File: src/rtl/occupancy_pkg.sv
// Shared definitions for the occupancy display.
//   - SEG_* : active-low seven-segment codes, bit order gfedcba
//   - disp_mode_t : which of the three display layouts is shown
//   - seg_digit() : decimal digit to segment code; non-decimal input blanks
package occupancy_pkg;

    localparam logic [6:0] SEG_0     = 7'b1000000;
    localparam logic [6:0] SEG_1     = 7'b1111001;
    localparam logic [6:0] SEG_2     = 7'b0100100;
    localparam logic [6:0] SEG_3     = 7'b0110000;
    localparam logic [6:0] SEG_4     = 7'b0011001;
    localparam logic [6:0] SEG_5     = 7'b0010010;
    localparam logic [6:0] SEG_6     = 7'b0000010;
    localparam logic [6:0] SEG_7     = 7'b1111000;
    localparam logic [6:0] SEG_8     = 7'b0000000;
    localparam logic [6:0] SEG_9     = 7'b0010000;

    localparam logic [6:0] SEG_C     = 7'b1000110;
    localparam logic [6:0] SEG_L     = 7'b1000111;
    localparam logic [6:0] SEG_E     = 7'b0000110;
    localparam logic [6:0] SEG_A     = 7'b0001000;
    localparam logic [6:0] SEG_R     = 7'b0101111;
    localparam logic [6:0] SEG_F     = 7'b0001110;
    localparam logic [6:0] SEG_U     = 7'b1000001;

    localparam logic [6:0] SEG_BLANK = 7'b1111111;

    typedef enum logic [1:0] {
        MODE_EMPTY   = 2'd0,
        MODE_PARTIAL = 2'd1,
        MODE_FULL    = 2'd2
    } disp_mode_t;

    function automatic logic [6:0] seg_digit(input logic [3:0] digit);
        logic [6:0] seg;
        case (digit)
            4'd0:    seg = SEG_0;
            4'd1:    seg = SEG_1;
            4'd2:    seg = SEG_2;
            4'd3:    seg = SEG_3;
            4'd4:    seg = SEG_4;
            4'd5:    seg = SEG_5;
            4'd6:    seg = SEG_6;
            4'd7:    seg = SEG_7;
            4'd8:    seg = SEG_8;
            4'd9:    seg = SEG_9;
            default: seg = SEG_BLANK;
        endcase
        return seg;
    endfunction

endpackage

File: src/rtl/occupancy_display_seg7_digit.sv
// Combinational decimal digit to seven-segment decoder.
//   digit in  4 : decimal digit (values above 9 produce a blank)
//   seg   out 7 : active-low segments, gfedcba
module seg7_digit
    import occupancy_pkg::*;
(
    input  logic [3:0] digit,
    output logic [6:0] seg
);

    always_comb begin
        seg = seg_digit(digit);
    end

endmodule

File: src/rtl/occupancy_display.sv
// Saturating occupancy counter with a registered six-digit display.
//   clk       in  1  : rising-edge clock
//   reset     in  1  : synchronous active-high reset
//   inc/dec   in  1  : arrival / departure pulses
//   count     out CW : current occupancy
//   full      out 1  : count == CAPACITY
//   empty     out 1  : count == 0
//   rejected  out 1  : one-cycle pulse on inc-at-full or dec-at-empty
//   HEX0..5   out 7  : active-low segments (gfedcba), one register stage
//                      behind count
// Display shows "CLEAr 0" when empty, the blanked decimal count when
// partially occupied, and "FULL nn" at capacity with the word blinking.
module occupancy_display
    import occupancy_pkg::*;
#(
    parameter  int CAPACITY     = 25,
    parameter  int BLINK_CYCLES = 25_000_000,
    localparam int CW           = $clog2(CAPACITY + 1)
) (
    input  logic          clk,
    input  logic          reset,
    input  logic          inc,
    input  logic          dec,
    output logic [CW-1:0] count,
    output logic          full,
    output logic          empty,
    output logic          rejected,
    output logic [6:0]    HEX0,
    output logic [6:0]    HEX1,
    output logic [6:0]    HEX2,
    output logic [6:0]    HEX3,
    output logic [6:0]    HEX4,
    output logic [6:0]    HEX5
);

    localparam int            BW         = (BLINK_CYCLES > 1) ? $clog2(BLINK_CYCLES) : 1;
    localparam logic [CW-1:0] CAP_VAL    = CW'(CAPACITY);
    localparam logic [BW-1:0] BLINK_LAST = BW'(BLINK_CYCLES - 1);

    // HEX5..HEX0 shown while empty; also loaded directly by reset.
    localparam logic [5:0][6:0] EMPTY_PATTERN = {SEG_C, SEG_L, SEG_E, SEG_A, SEG_R, SEG_0};

    // ------------------------------------------------------------------
    // Occupancy counter
    // ------------------------------------------------------------------
    logic [CW-1:0] count_reg, count_next;
    logic          full_reg, empty_reg;
    logic          rejected_reg, rejected_next;

    // Simultaneous inc and dec cancel out and are never refused.
    always_comb begin
        count_next    = count_reg;
        rejected_next = 1'b0;
        if (inc && !dec) begin
            if (full_reg) rejected_next = 1'b1;
            else          count_next    = count_reg + CW'(1);
        end else if (dec && !inc) begin
            if (empty_reg) rejected_next = 1'b1;
            else           count_next    = count_reg - CW'(1);
        end
    end

    // Flags are derived from count_next so they stay aligned with count.
    always_ff @(posedge clk) begin
        if (reset) begin
            count_reg    <= '0;
            full_reg     <= 1'b0;
            empty_reg    <= 1'b1;
            rejected_reg <= 1'b0;
        end else begin
            count_reg    <= count_next;
            full_reg     <= (count_next == CAP_VAL);
            empty_reg    <= (count_next == '0);
            rejected_reg <= rejected_next;
        end
    end

    assign count    = count_reg;
    assign full     = full_reg;
    assign empty    = empty_reg;
    assign rejected = rejected_reg;

    // ------------------------------------------------------------------
    // Blink timer: free-runs only while full, parked at the visible phase
    // otherwise so every entry into FULL starts with the word lit.
    // ------------------------------------------------------------------
    logic [BW-1:0] blink_cnt_reg;
    logic          phase_reg;

    always_ff @(posedge clk) begin
        if (reset || !full_reg) begin
            blink_cnt_reg <= '0;
            phase_reg     <= 1'b0;
        end else if (blink_cnt_reg == BLINK_LAST) begin
            blink_cnt_reg <= '0;
            phase_reg     <= ~phase_reg;
        end else begin
            blink_cnt_reg <= blink_cnt_reg + BW'(1);
        end
    end

    // ------------------------------------------------------------------
    // Decimal split and digit decoders (index 0 = ones, 1 = tens)
    // ------------------------------------------------------------------
    logic [6:0] count_ext;
    logic [3:0] digit_val [2];
    logic [6:0] digit_seg [2];

    // Widened to 7 bits so the constant 10 is representable for any CW.
    assign count_ext    = 7'(count_reg);
    assign digit_val[0] = 4'(count_ext % 7'd10);
    assign digit_val[1] = 4'(count_ext / 7'd10);

    for (genvar gi = 0; gi < 2; gi++) begin : g_digit
        seg7_digit u_digit (
            .digit (digit_val[gi]),
            .seg   (digit_seg[gi])
        );
    end

    // ------------------------------------------------------------------
    // Mode selection and display register
    // ------------------------------------------------------------------
    disp_mode_t       mode;
    logic [5:0][6:0]  hex_next;
    logic [5:0][6:0]  hex_reg;
    logic [6:0]       tens_seg;

    always_comb begin
        mode = MODE_PARTIAL;
        if (empty_reg)     mode = MODE_EMPTY;
        else if (full_reg) mode = MODE_FULL;
    end

    // Leading-zero blanking of the tens digit; also covers CAPACITY < 10.
    assign tens_seg = (count_ext < 7'd10) ? SEG_BLANK : digit_seg[1];

    always_comb begin
        hex_next = {SEG_BLANK, SEG_BLANK, SEG_BLANK, SEG_BLANK, tens_seg, digit_seg[0]};
        case (mode)
            MODE_EMPTY: begin
                hex_next = EMPTY_PATTERN;
            end
            MODE_FULL: begin
                if (!phase_reg) begin
                    hex_next[5] = SEG_F;
                    hex_next[4] = SEG_U;
                    hex_next[3] = SEG_L;
                    hex_next[2] = SEG_L;
                end
            end
            default: ;
        endcase
    end

    always_ff @(posedge clk) begin
        if (reset) hex_reg <= EMPTY_PATTERN;
        else       hex_reg <= hex_next;
    end

    assign HEX0 = hex_reg[0];
    assign HEX1 = hex_reg[1];
    assign HEX2 = hex_reg[2];
    assign HEX3 = hex_reg[3];
    assign HEX4 = hex_reg[4];
    assign HEX5 = hex_reg[5];

endmodule
File: config.mk
export PLATFORM = sky130hd
export DESIGN_NAME = occupancy_display
export DESIGN_NICKNAME = d
export VERILOG_FILES = /design/src/rtl/occupancy_pkg.sv /design/src/rtl/occupancy_display_seg7_digit.sv /design/src/rtl/occupancy_display.sv
export SDC_FILE = /design/constraint.sdc
export NUM_CORES = 1
export LEC_CHECK = 0
export CORE_ASPECT_RATIO = 0.9
export CORE_UTILIZATION = 51
export CTS_CLUSTER_DIAMETER = 30
export DETAILED_ROUTE_END_ITERATION = 6
export PLACE_DENSITY = 0.81
export SLEW_MARGIN = 20
export SYNTH_ARGS = -nofsm -noshare
export SYNTH_HDL_FRONTEND = slang
export SYNTH_SLANG_ARGS = --single-unit
File: constraint.sdc
create_clock -name clk -period 3.7 [get_ports clk]
set_clock_uncertainty 0.05 [all_clocks]
set_input_delay 0.74 -clock clk [delete_from_list [all_inputs] [get_ports clk]]
set_output_delay 0.74 -clock clk [all_outputs]
set_load 0.02 [all_outputs]
==> run summary, run 1 <==
The run finished with clean final reports. The worst endpoint data arrival time is between 3 and 4 ns. After clock tree synthesis, the flow added hold-fix buffers numbering 0.

The area added between synthesis and finish came out at 16.38%. The path depth of the worst reg2reg path is 12. The relative slew slack is ~47%.

The total clock sinks came out at 50. The number of max-slew violations in the final report is 0. The worst-skew pair later-pin latency came out at about 0.30 ns. The congestion estimate from routability-driven global placement came to 0.8717. The cell chosen for the clock root is sky130_fd_sc_hd__clkbuf_8. The synthesized netlist occupies a cell area of between 0.002 and 0.003 sq mm. The capture point of the worst reg-to-reg path is HEX0[2]$_SDFF_PP0_. Buffers inserted during clock tree synthesis total 5. The fraction of synthesis flops using an asynchronous set or reset pin came out at 0%.

The y dimension of the die came out at just over 70 microns. For this run, the top clock speed supported by timing is ~0.31 GHz. The starting density of the core is between 50% and 60%. Each instance of the synthesized netlist takes up on average about 9.0 sq um. The number of buffer cells added on primary ports came out at between 40 and 50. The post-route antenna net violation count is 0. The layout net count is around 340.

Wires add up to 4.891 mm. For this run, the total global-route usage over all layers was measured as about a fifth. The number of distinct standard cells referenced by the synthesized netlist is 52.

TritonCTS built the clock tree. In the final routed layout, each cell accounts on average for 12.64 microns. The yosys synthesis warning count is 0.

The via count of the first global-routing pass came out at roughly 1800. The horizontal die dimension came out at 78.09 microns. The worst setup path is captured at a flip-flop.

The launching point of the worst reg2reg path is count[3]$_SDFF_PP0_. After clock tree synthesis, the clock-pin slew on the worst setup and hold paths is about 0.090 ns. The startpoint type of the worst setup path is a flip-flop. The path class of the tightest hold or removal check is flip-flop to flip-flop. The post-cts repair resize count came out at 0. The non-filler instance count after layout came out at 387.

The tool flagged a number of max-cap violations equal to 0. The layout cell share with drive strength beyond 1 is under 10%. The hold slack came out at ~0.45 ns. The via total after detailed routing came out at approximately 2000. The flip-flop count of the largest register after layout came out at 25. In this run the worst setup path begins at count[3]$_SDFF_PP0_. Entering global routing, the biggest net connects 26 pins.

The initial DRC count came out at 110. The CTS H-tree depth is 2. The number of inserted diodes is 0. The actual slew at the worst max-slew pin is 0.7989 ns. The floorplan has 24 rows. The leakage power of the design came out at 1.132 nW. The total iterations of the first detailed-routing run is 4.

The library cell used most frequently in the layout, excluding fill and tap cells, is sky130_fd_sc_hd__dfxtp_1. The die outline area is 0.005504 sq mm. The area inside the core boundary is 0.004925 sq mm. IR analysis of the VDD net gives a maximum drop of approximately 200 uV. The number of standard cells after synthesis is a little under 300. The DRC violation count after routing is 0. The number of hold violations in the final report came to 0. The via density per instance came out at 5.158.

Setup repair after global routing left no endpoint under its margin. In this run the power density over the cells is approximately 430 mW/mm^2. The worst setup path is of the flip-flop to flip-flop kind. Leaving out fill and tap cells, the most frequent cells in the layout are sky130_fd_sc_hd__dfxtp_1 (50), sky130_fd_sc_hd__clkdlybuf4s50_1 (47), sky130_fd_sc_hd__nor2_1 (42). The final critical-path share of the clock period is a little under 90%. The number of antenna violations at the first check in global routing came out at 0. For this run, the leading register cell type out of synthesis is sky130_fd_sc_hd__dfxtp_1. The first-pass GRT wire length is approximately 8.5 mm. The part of the Yosys area used for sequential elements came out at between 30% and 40%. Synthesis inferred 50 register bits. The number of flops mapped to enable cells by yosys came out at 0. The largest fanout on the critical path came out at 12. The HPWL reported at the end of detailed placement came out at 3.525 mm. The smallest clock period supported by the final layout is computed as between 3 and 4 ns. Setup violations remaining at the end of the flow were counted as 0. Buffers added to address setup during post-CTS repair amount to 0. The register-to-register setup slack came out at 0.48 ns. The final-layout setup total negative slack came out at 0 ns. During I/O placement, the number of pins put on the boundary was 54.

The termination of the worst setup path is HEX0[2]$_SDFF_PP0_. Counting along the longest clock path gives a buffer depth of 2. The aggregate global routing overflow came out at 0. The data required time of the worst path is around 3.9 ns. The total instance count after detailed placement came out at between 300 and 400.
-- cell families after synthesis --
logic type	after synthesis	synth area share [%]
simple gates	116	22.65
flops	50	37.66
buf+inv	49	11.49
compound gates	32	9.982
xor+xnor	30	10.17
fa+ha+maj	12	5.650
mux	6	2.260
other cells	1	0.1411
-- synthesized netlist by cell type (5+ instances only) --
library cell              count  area share, %
sky130_fd_sc_hd__ha_1        12            5.6
sky130_fd_sc_hd__nand3_1     16            3.0
sky130_fd_sc_hd__nor2b_1      5            1.2
sky130_fd_sc_hd__mux2i_1      6            2.3
sky130_fd_sc_hd__and3_1       8            1.9
sky130_fd_sc_hd__xor2_1      12            4.0
sky130_fd_sc_hd__xnor2_1     17            5.6
sky130_fd_sc_hd__a21oi_1     11            2.1
sky130_fd_sc_hd__nor2_1      42            5.9
sky130_fd_sc_hd__a31oi_1      5            1.2
sky130_fd_sc_hd__inv_1       14            2.0
sky130_fd_sc_hd__buf_4       30            8.5
sky130_fd_sc_hd__nand2_1     13            1.8
sky130_fd_sc_hd__dfxtp_1     50             38
-- worst max-delay path, stage by stage (launching register included) --
cell and delay, ns:
sky130_fd_sc_hd__dfxtp_1 0.60, sky130_fd_sc_hd__or2_4 0.23, sky130_fd_sc_hd__ha_1 0.35, sky130_fd_sc_hd__nor2b_2 0.10, sky130_fd_sc_hd__a21boi_0 0.18, sky130_fd_sc_hd__ha_1 0.26
sky130_fd_sc_hd__o21ai_2 0.09, sky130_fd_sc_hd__a32oi_4 0.33, sky130_fd_sc_hd__xnor2_2 0.21, sky130_fd_sc_hd__ha_1 0.20, sky130_fd_sc_hd__inv_1 0.05, sky130_fd_sc_hd__or3b_1 0.36
sky130_fd_sc_hd__a21oi_1 0.14
-- worst min-delay path by stage --
| stage | slack [ns] | depth (start not counted) | from | to |
|---|---|---|---|---|
| 2_1_floorplan | 0.39 | 1 | blink_cnt_reg[0]$_SDFF_PP0_ | blink_cnt_reg[0]$_SDFF_PP0_ |
| 3_3_place_gp | 0.41 | 1 | blink_cnt_reg[0]$_SDFF_PP0_ | blink_cnt_reg[0]$_SDFF_PP0_ |
| 3_5_place_dp | 0.43 | 1 | blink_cnt_reg[0]$_SDFF_PP0_ | blink_cnt_reg[0]$_SDFF_PP0_ |
| 4_1_cts | 0.46 | 1 | blink_cnt_reg[0]$_SDFF_PP0_ | blink_cnt_reg[0]$_SDFF_PP0_ |
| 5_1_grt | 0.49 | 1 | blink_cnt_reg[0]$_SDFF_PP0_ | blink_cnt_reg[0]$_SDFF_PP0_ |
| 6_report | 0.45 | 1 | blink_cnt_reg[0]$_SDFF_PP0_ | blink_cnt_reg[0]$_SDFF_PP0_ |
-- power breakdown --
group / switching [mW] / total (mW) / internal (mW) / leakage (nW)
combinational: 0.200 / 0.367 / 0.167 / 0.676
sequential: 0.0276 / 0.589 / 0.562 / 0.405
clock: 0.184 / 0.386 / 0.202 / 0.0514
total: 0.411 / 1.34 / 0.931 / 1.13
-- area by class of cell --
type	instances	area (sq um)
Fill cell	417	1832
Multi-Input combinational cell	202	1370
Sequential cell	50	1001
Timing Repair Buffer	48	478.0
Tap cell	65	81.33
Clock buffer	6	72.57
Inverter	14	52.55
Clock inverter	2	37.54
-- layer usage --
layer | part of all wire [%] | global-route usage (%)
met2 | 45 | 29.82
met3 | 5.3 | 5.490
met5 | 0 | 0
met1 | 47 | 25.93
met4 | 2.2 | 8.436
-- through the flow --
| stage | util, % | setup slack, ns | instance area [sq um] | power, mW |
|---|---|---|---|---|
| 2_1_floorplan | - | 0.6642 | 2676 | 0.8776 |
| 3_3_place_gp | 60.57 | 0.6291 | 2983 | 0.9578 |
| 3_5_place_dp | 60.57 | 0.4976 | 2983 | 0.9668 |
| 4_1_cts | 62.80 | 0.4825 | 3093 | 1.347 |
| 5_1_grt | 62.80 | 0.2527 | 3093 | 1.405 |
| 6_report | 62.80 | 0.4760 | 3093 | 1.342 |
Power figures use the tool's default switching activity.
==> run 2: changes to the inputs <==
--- a/config.mk
+++ b/config.mk
@@ -5,11 +5,11 @@
 export SDC_FILE = /design/constraint.sdc
 export NUM_CORES = 1
 export LEC_CHECK = 0
-export CORE_ASPECT_RATIO = 0.9
+export CORE_ASPECT_RATIO = 0.5
 export CORE_UTILIZATION = 51
 export CTS_CLUSTER_DIAMETER = 30
 export DETAILED_ROUTE_END_ITERATION = 6
-export PLACE_DENSITY = 0.81
+export PLACE_DENSITY = 0.84
 export SLEW_MARGIN = 20
 export SYNTH_ARGS = -nofsm -noshare
 export SYNTH_HDL_FRONTEND = slang
==> constraint.sdc (replaced) <==
create_clock -name clk -period 3.7 [get_ports clk]
set_clock_uncertainty 0.05 [all_clocks]
set_input_delay 0.555 -clock clk [delete_from_list [all_inputs] [get_ports clk]]
set_output_delay 0.555 -clock clk [all_outputs]
set_load 0.02 [all_outputs]
==> run summary, run 2 (synthesized netlist as in run 1, its figures left out) <==
TritonCTS built the clock tree. The switching part of the total came out at 29.26% (-1.4 points). The register-to-register setup slack is 0.38 ns (-0.10 ns). The relative slew slack came out at 45.98% (-0.76 points). STA classifies the critical path endpoint as a flip-flop. The aggregate global routing overflow came out at 0 (unchanged). The buffers plus inverters on the worst setup path came out at 1 (unchanged). The worst endpoint data arrival time is 3.51 ns (+0.10 ns). STA classifies the critical path startpoint as a flip-flop. The data required time of the worst path came out at 3.89 ns (about the same). The number of hold violations in the final report came out at 0 (unchanged). The HPWL reported at the end of detailed placement came out at 3.681 mm (+4.4%).

The setup path with the least slack is of type flip-flop to flip-flop. Grouping stages by cell kind, the critical path spends the most delay in adder cells. The clock tree buffer depth is 2 (unchanged). Traced cell by cell, the critical path runs through or2_4 -> ha_1 -> nor2b_2 -> a21boi_0 -> ha_1 -> o21ai_2 -> a32oi_4 -> xnor2_2 -> ha_1 -> inv_1 -> or3b_1 -> a21oi_1. The run finished with clean final reports.

The initial DRC count is 63 (-43%). The via density per instance is 5.013 (-2.8%). The final-layout setup total negative slack came to 0 ns (unchanged). The net switching power came out at 0.4138 mW (+0.59%). The number of antenna violations at the first check in global routing came out at 0 (unchanged).

The y dimension of the die was 53.05 microns (-25%). The DRC violation count after routing is 0 (unchanged). The area added between synthesis and finish came out at 17.66%.

The number of failing setup endpoints in the final timing report came to 0 (unchanged). By instance count, the cell type seen most on the critical path is sky130_fd_sc_hd__ha_1. The count of filler cells inserted in the layout came out at 405 (-2.9%). The number of post-CTS setup repair buffers is 0 (unchanged). The horizontal die dimension came out at 104.1 microns (+33%). The total clock sinks came out at 50 (unchanged). The number of max-slew violations in the final report is 0 (unchanged). The total of max-cap violations was 0 (unchanged). The portion of total power attributed to the clock network is 32.2% (+3.4 points). The CTS H-tree depth came out at 2 (unchanged). The delay of the slowest cell on the worst path is 0.61 ns (about the same). The highest clock rate was 0.3010 GHz (-3.0%).

The largest fanout on the critical path is 12 (unchanged). The path depth of the worst reg2reg path came out at 12 (unchanged). In the layout the commonest cells are sky130_fd_sc_hd__dfxtp_1 (50), sky130_fd_sc_hd__clkdlybuf4s50_1 (47), sky130_fd_sc_hd__nor2_1 (42). The I/O pin count is 54 (unchanged). The post-cts repair resize count came out at 0 (unchanged). The largest net degree at the start of global routing came out at 26 (unchanged). Leaving out fill and tap cells, the most frequent cell in the layout is sky130_fd_sc_hd__dfxtp_1. The flip-flop count of the largest register after layout came out at 25 (unchanged).

The CTS clock-pin slew for the worst setup and hold paths is 0.09 ns (about the same). The mean routed wirelength per cell is 13.04 microns (+3.2%). The overall routing resource usage was 19.00% (-0.64 points). The worst hold path begins at blink_cnt_reg[0]$_SDFF_PP0_. The via count of the first global-routing pass is 1836 (-0.60%). The total iterations of the first detailed-routing run is 5 (+1).

The layout net count came out at 337 (unchanged). The final critical-path required period came to 3.323 ns (+0.09878 ns). The number of standard-cell rows in the floorplan was 18 (-25%). The endpoint with the worst hold slack is blink_cnt_reg[0]$_SDFF_PP0_. The routed wire length was 5.113 mm (+4.5%). The final critical-path share of the clock period is 89.80% (+2.7 points). The path class of the tightest hold or removal check is flip-flop to flip-flop.

The area inside the core boundary is 0.004977 sq mm (+1.1%). Clock tree synthesis selected as its root buffer the cell sky130_fd_sc_hd__clkbuf_8. The total clock buffers created by CTS came out at 5 (unchanged).

The via total after detailed routing came to 1965 (-1.6%). The number of inserted diodes came out at 0 (unchanged). The capture point of the worst reg-to-reg path is HEX0[2]$_SDFF_PP0_. The utilization after layout came out at 62.82% (about the same).

The number of buffer cells added on primary ports came out at 47 (unchanged). The actual slew at the worst max-slew pin is 0.8103 ns (+0.01142 ns). The final weighted congestion in routability-driven placement is 0.8665 (-0.60%). The number of instances on the worst hold path is 1 (unchanged). The number of cells on the critical path is 12 (unchanged). The worst-skew pair later-pin latency came out at 0.31 ns (about the same). The leakage power of the design came out at 1.149 nW (+1.5%). The internal power of the cells came to 1.000 mW (+7.5%). The number of hold-repair buffers added at the cts stage is 0 (unchanged).

The post-route antenna net violation count is 0 (unchanged). The power density normalized to cell area came out at 452.2 mW/mm^2 (+4.2%). The sequential share of power came out at 41.6% (-2.3 points). Setup repair after global routing left no endpoint under its margin.

The worst register-to-register path begins at count[3]$_SDFF_PP0_. The starting density of the core is 53.39% (-0.57 points). The first-pass GRT wire length is 8.259 mm (-2.8%).

The die outline area came out at 0.005521 sq mm (+0.32%). The worst IR drop on VDD was 216.1 uV (+8.3%). The proportion of power drawn by combinational gates came out at 26.2% (-1.1 points). The layout cell share with drive strength beyond 1 came to 8.696% (+0.31 points). Among all stages on the critical path, the largest delay is contributed by sky130_fd_sc_hd__dfxtp_1.
run 2: changes by cell type in the layout (fill, tap and decap cells not counted), sizes merged:
cell / delta
clkbuf: -1
clkinvlp: -1
bufinv: +1
clkinv: +1
run 2: layout make-up:
class                           instances  area (sq um)  area share, %
Multi-Input combinational cell        202          1370          43.82
Sequential cell                        50          1001          32.01
Timing Repair Buffer                   48         478.0          15.29
Tap cell                               70         87.58          2.801
Clock buffer                            5         68.82          2.201
Clock inverter                          3         68.82          2.201
Inverter                               14         52.55          1.681
run 2: worst max-delay path by stage:
stage,start,endpoint,slack [ns]
after floorplan,count[2]$_SDFF_PP0_,HEX0[2]$_SDFF_PP0_,0.66
after global placement,count[3]$_SDFF_PP0_,HEX0[2]$_SDFF_PP0_,0.62
after detailed placement,count[3]$_SDFF_PP0_,HEX0[2]$_SDFF_PP0_,0.40
after CTS,count[3]$_SDFF_PP0_,HEX0[2]$_SDFF_PP0_,0.34
after global routing,count[3]$_SDFF_PP0_,HEX0[2]$_SDFF_PP0_,0.12
final,count[3]$_SDFF_PP0_,HEX0[2]$_SDFF_PP0_,0.38
run 2: power by group through the flow:
stage / combinational (mW) / sequential, mW / clock [mW]
floorplan: 0.252 / 0.625 / 0
global placement: 0.360 / 0.599 / 0
detailed placement: 0.367 / 0.602 / 0
CTS: 0.372 / 0.589 / 0.458
global route: 0.398 / 0.594 / 0.488
finish: 0.370 / 0.589 / 0.455
run 2: metal layers:
metal | vias to the layer above | wire [microns] | share of wire, % | GRT usage (%)
met5 | - | 0 | 0 | 0
met1 | 920 | 2230 | 44 | 21.30
li1 | 995 | - | - | -
met2 | 38 | 2611 | 51 | 36.56
met4 | 0 | 82 | 1.6 | 7.381
met3 | 12 | 189 | 3.7 | 4.064
run 2: stage by stage:
stage	instance area, sq um	hold slack (ns)	power (mW)	setup slack, ns	std cells
final	3127	0.4360	1.414	0.3772	392
after global routing	3127	0.4578	1.479	0.1156	392
after CTS	3127	0.4420	1.419	0.3410	392
after detailed placement	2989	0.4157	0.9685	0.4004	384
after global placement	2989	0.4056	0.9591	0.6171	384
after floorplan	2676	0.3914	0.8776	0.6642	301
==> run 3: changes to the inputs <==
--- a/config.mk
+++ b/config.mk
@@ -5,11 +5,12 @@
 export SDC_FILE = /design/constraint.sdc
 export NUM_CORES = 1
 export LEC_CHECK = 0
+export ABC_CLOCK_PERIOD_IN_PS = 4250
 export CORE_ASPECT_RATIO = 0.5
-export CORE_UTILIZATION = 51
+export CORE_UTILIZATION = 55
 export CTS_CLUSTER_DIAMETER = 30
 export DETAILED_ROUTE_END_ITERATION = 6
-export PLACE_DENSITY = 0.84
+export PLACE_DENSITY = 0.9
 export SLEW_MARGIN = 20
 export SYNTH_ARGS = -nofsm -noshare
 export SYNTH_HDL_FRONTEND = slang
==> constraint.sdc (replaced) <==
create_clock -name clk -period 4.25 [get_ports clk]
set_clock_uncertainty 0.05 [all_clocks]
set_input_delay 0.6375 -clock clk [delete_from_list [all_inputs] [get_ports clk]]
set_output_delay 0.6375 -clock clk [all_outputs]
set_load 0.02 [all_outputs]
==> run summary, run 3 (synthesized netlist as in run 1, its figures left out) <==
The number of standard-cell rows in the floorplan came out at 17 (-1). The number of post-CTS setup repair buffers was 0 (unchanged). The worst-skew pair later-pin latency came out at 0.30 ns (about the same). The HPWL reported at the end of detailed placement is 3.710 mm (+0.78%).

The non-filler instance count after layout is 387 (-1.3%). The overall routing resource usage is 20.92% (+1.9 points). The layout net count is 336 (-0.30%). The largest fanout on the critical path came to 12 (unchanged). The cell area after placement came to 0.002977 sq mm (-0.42%). The largest net degree at the start of global routing came out at 26 (unchanged). The power consumption is 1.158 mW (-18%).

The final critical-path share of the clock period is 80.20% (-9.6 points). The worst endpoint data arrival time is 3.59 ns (+0.08 ns). The layout cell share with drive strength beyond 1 came out at 7.788% (-0.91 points).

The number of hold violations in the final report was 0 (unchanged). The library cell used most frequently in the layout, excluding fill and tap cells, is sky130_fd_sc_hd__dfxtp_1. The leakage power of the design came out at 1.128 nW (-1.8%). The total of max-cap violations came out at 0 (unchanged).

The actual slew at the worst max-slew pin is 0.8109 ns (+0.0005509 ns). CTS placed an instance of sky130_fd_sc_hd__clkbuf_8 at the clock tree root. The net switching power came out at 0.3489 mW (-16%).

The area inside the core boundary came out at 0.004509 sq mm (-9.4%). The final critical-path required period came out at 3.409 ns (+0.08589 ns). The number of hold-repair buffers added at the cts stage is 0 (unchanged).

The routed wire length came out at 5.004 mm (-2.1%). In the layout the commonest cells are sky130_fd_sc_hd__dfxtp_1 (50), sky130_fd_sc_hd__clkdlybuf4s50_1 (47), sky130_fd_sc_hd__nor2_1 (42). The flow ran to the end, and the final reports show no timing, DRC or antenna violations.

The first-pass GRT wire length is 8.383 mm (+1.5%). The number of antenna violations at the first check in global routing is 0 (unchanged). The class of the most critical hold timing path is flip-flop to flip-flop. The clock tree buffer depth is 2 (unchanged). The power density normalized to cell area came to 375.7 mW/mm^2 (-17%). The flip-flop count of the largest register after layout was 25 (unchanged). The via count of the first global-routing pass came out at 1809 (-1.5%). The highest clock rate is 0.2934 GHz (-2.5%). The number of buffer cells added on primary ports is 47 (unchanged). The CTS clock-pin slew for the worst setup and hold paths came out at 0.09 ns (about the same). The via total after detailed routing is 1969 (+0.20%). The sequential share of power is 44.5% (+2.9 points). The switching part of the total is 30.12% (+0.86 points). The post-route antenna net violation count came out at 0 (unchanged). The post-cts repair resize count is 0 (unchanged). The hold slack came out at 0.4410 ns (+0.004966 ns).

The internal power of the cells is 0.8093 mW (-19%). The total iterations of the first detailed-routing run is 4 (-1). The worst IR drop on VDD came out at 172.5 uV (-20%).

The horizontal die dimension is 100.3 microns (-3.6%). The total clock buffers created by CTS came out at 5 (unchanged). The starting density of the core is 58.93% (+5.5 points). Setup repair after global routing left no endpoint under its margin. The proportion of power drawn by combinational gates is 27.3% (+1.1 points).

The aggregate global routing overflow came out at 0 (unchanged). The number of failing setup endpoints in the final timing report is 0 (unchanged). The I/O pin count came to 54 (unchanged). The worst setup path is launched from a flip-flop. The die outline area is 0.005131 sq mm (-7.1%). The worst setup path is captured at a flip-flop. The area added between synthesis and finish came out at 16.01%. The final-layout setup total negative slack came to 0 ns (unchanged). The y dimension of the die came to 51.15 microns (-3.6%). The CTS H-tree depth is 2 (unchanged). The DRC violation count after routing came out at 0 (unchanged). The number of max-slew violations in the final report came out at 0 (unchanged). The final weighted congestion in routability-driven placement was 0.8726 (+0.70%). The relative slew slack came out at 45.94% (about the same). The total instance count after detailed placement came to 379 (-1.3%). The portion of total power attributed to the clock network is 28.2% (-4.0 points). TritonCTS built the clock tree.

The data required time of the worst path is 4.43 ns (+0.54 ns). The via density per instance came to 5.088 (+1.5%). The setup path with the least slack is of type flip-flop to flip-flop. The mean routed wirelength per cell is 12.93 microns (-0.87%). The final design instance area without fill came out at 0.003083 sq mm (-1.4%).

The total clock sinks is 50 (unchanged). The number of inserted diodes came out at 0 (unchanged). The initial DRC count is 60 (-4.8%).
## run 3: cell types whose count changed in the layout (fill, tap and decap cells not counted)
cell                        before  now
sky130_fd_sc_hd__clkbuf_1        0    2
sky130_fd_sc_hd__clkinv_4        1    0
sky130_fd_sc_hd__bufinv_16       2    1
sky130_fd_sc_hd__buf_4           1    0
## run 3: path summary, 6_finish.rpt
path | startpoint | endpoint | slack [ns] | cells after the start
min | blink_cnt_reg[0]$_SDFF_PP0_ | blink_cnt_reg[0]$_SDFF_PP0_ | 0.44 | 1
max | count[3]$_SDFF_PP0_ | HEX0[2]$_SDFF_PP0_ | 0.84 | 12
max reg2reg | count[3]$_SDFF_PP0_ | HEX0[2]$_SDFF_PP0_ | 0.84 | 12
min reg2reg | blink_cnt_reg[0]$_SDFF_PP0_ | blink_cnt_reg[0]$_SDFF_PP0_ | 0.44 | 1
## run 3: power by group through the flow
stage | Sequential [mW] | Clock (mW) | Combinational (mW)
final | 0.516 | 0.326 | 0.317
after global routing | 0.520 | 0.350 | 0.340
after CTS | 0.515 | 0.326 | 0.317
after detailed placement | 0.526 | 0 | 0.315
after global placement | 0.524 | 0 | 0.307
after floorplan | 0.545 | 0 | 0.219
## run 3: final cells by class
| class | instances | area [sq um] |
|---|---|---|
| inverters | 14 | 52.55 |
| clock buffers | 7 | 76.32 |
| repair buffers | 47 | 470.5 |
| well taps | 66 | 82.58 |
| multi-input cells | 202 | 1370 |
| clock inverters | 1 | 30.03 |
| flip-flops and latches | 50 | 1001 |
| fillers | 331 | 1426 |
## run 3: metal layers
| metal | part of all wire, % | wire (microns) | vias to the layer above | track usage, % |
|---|---|---|---|---|
| met2 | 50 | 2524 | 35 | 37.90 |
| met4 | 0.72 | 36 | 0 | 5.314 |
| met5 | 0 | 0 | - | 0 |
| met1 | 45 | 2260 | 927 | 25.40 |
| li1 | - | - | 1001 | - |
| met3 | 3.7 | 183 | 6 | 4.788 |
## run 3: metrics by stage
| stage | setup slack, ns | utilization [%] |
|---|---|---|
| final | 0.8413 | 68.37 |
| after global routing | 0.7103 | 68.37 |
| after CTS | 0.8445 | 68.37 |
| after detailed placement | 0.8804 | 66.01 |
| after global placement | 1.163 | 66.01 |
| after floorplan | 1.214 | - |
## run 3: worst max-delay path, cell delays in order, from the launching register on
cell and delay, ns:
sky130_fd_sc_hd__dfxtp_1 0.63, sky130_fd_sc_hd__or2_4 0.23, sky130_fd_sc_hd__ha_1 0.36, sky130_fd_sc_hd__nor2b_2 0.11, sky130_fd_sc_hd__a21boi_0 0.22, sky130_fd_sc_hd__ha_1 0.28, sky130_fd_sc_hd__o21ai_2 0.10, sky130_fd_sc_hd__a32oi_4 0.35
sky130_fd_sc_hd__xnor2_2 0.22, sky130_fd_sc_hd__ha_1 0.22, sky130_fd_sc_hd__inv_1 0.05, sky130_fd_sc_hd__or3b_1 0.37, sky130_fd_sc_hd__a21oi_1 0.14
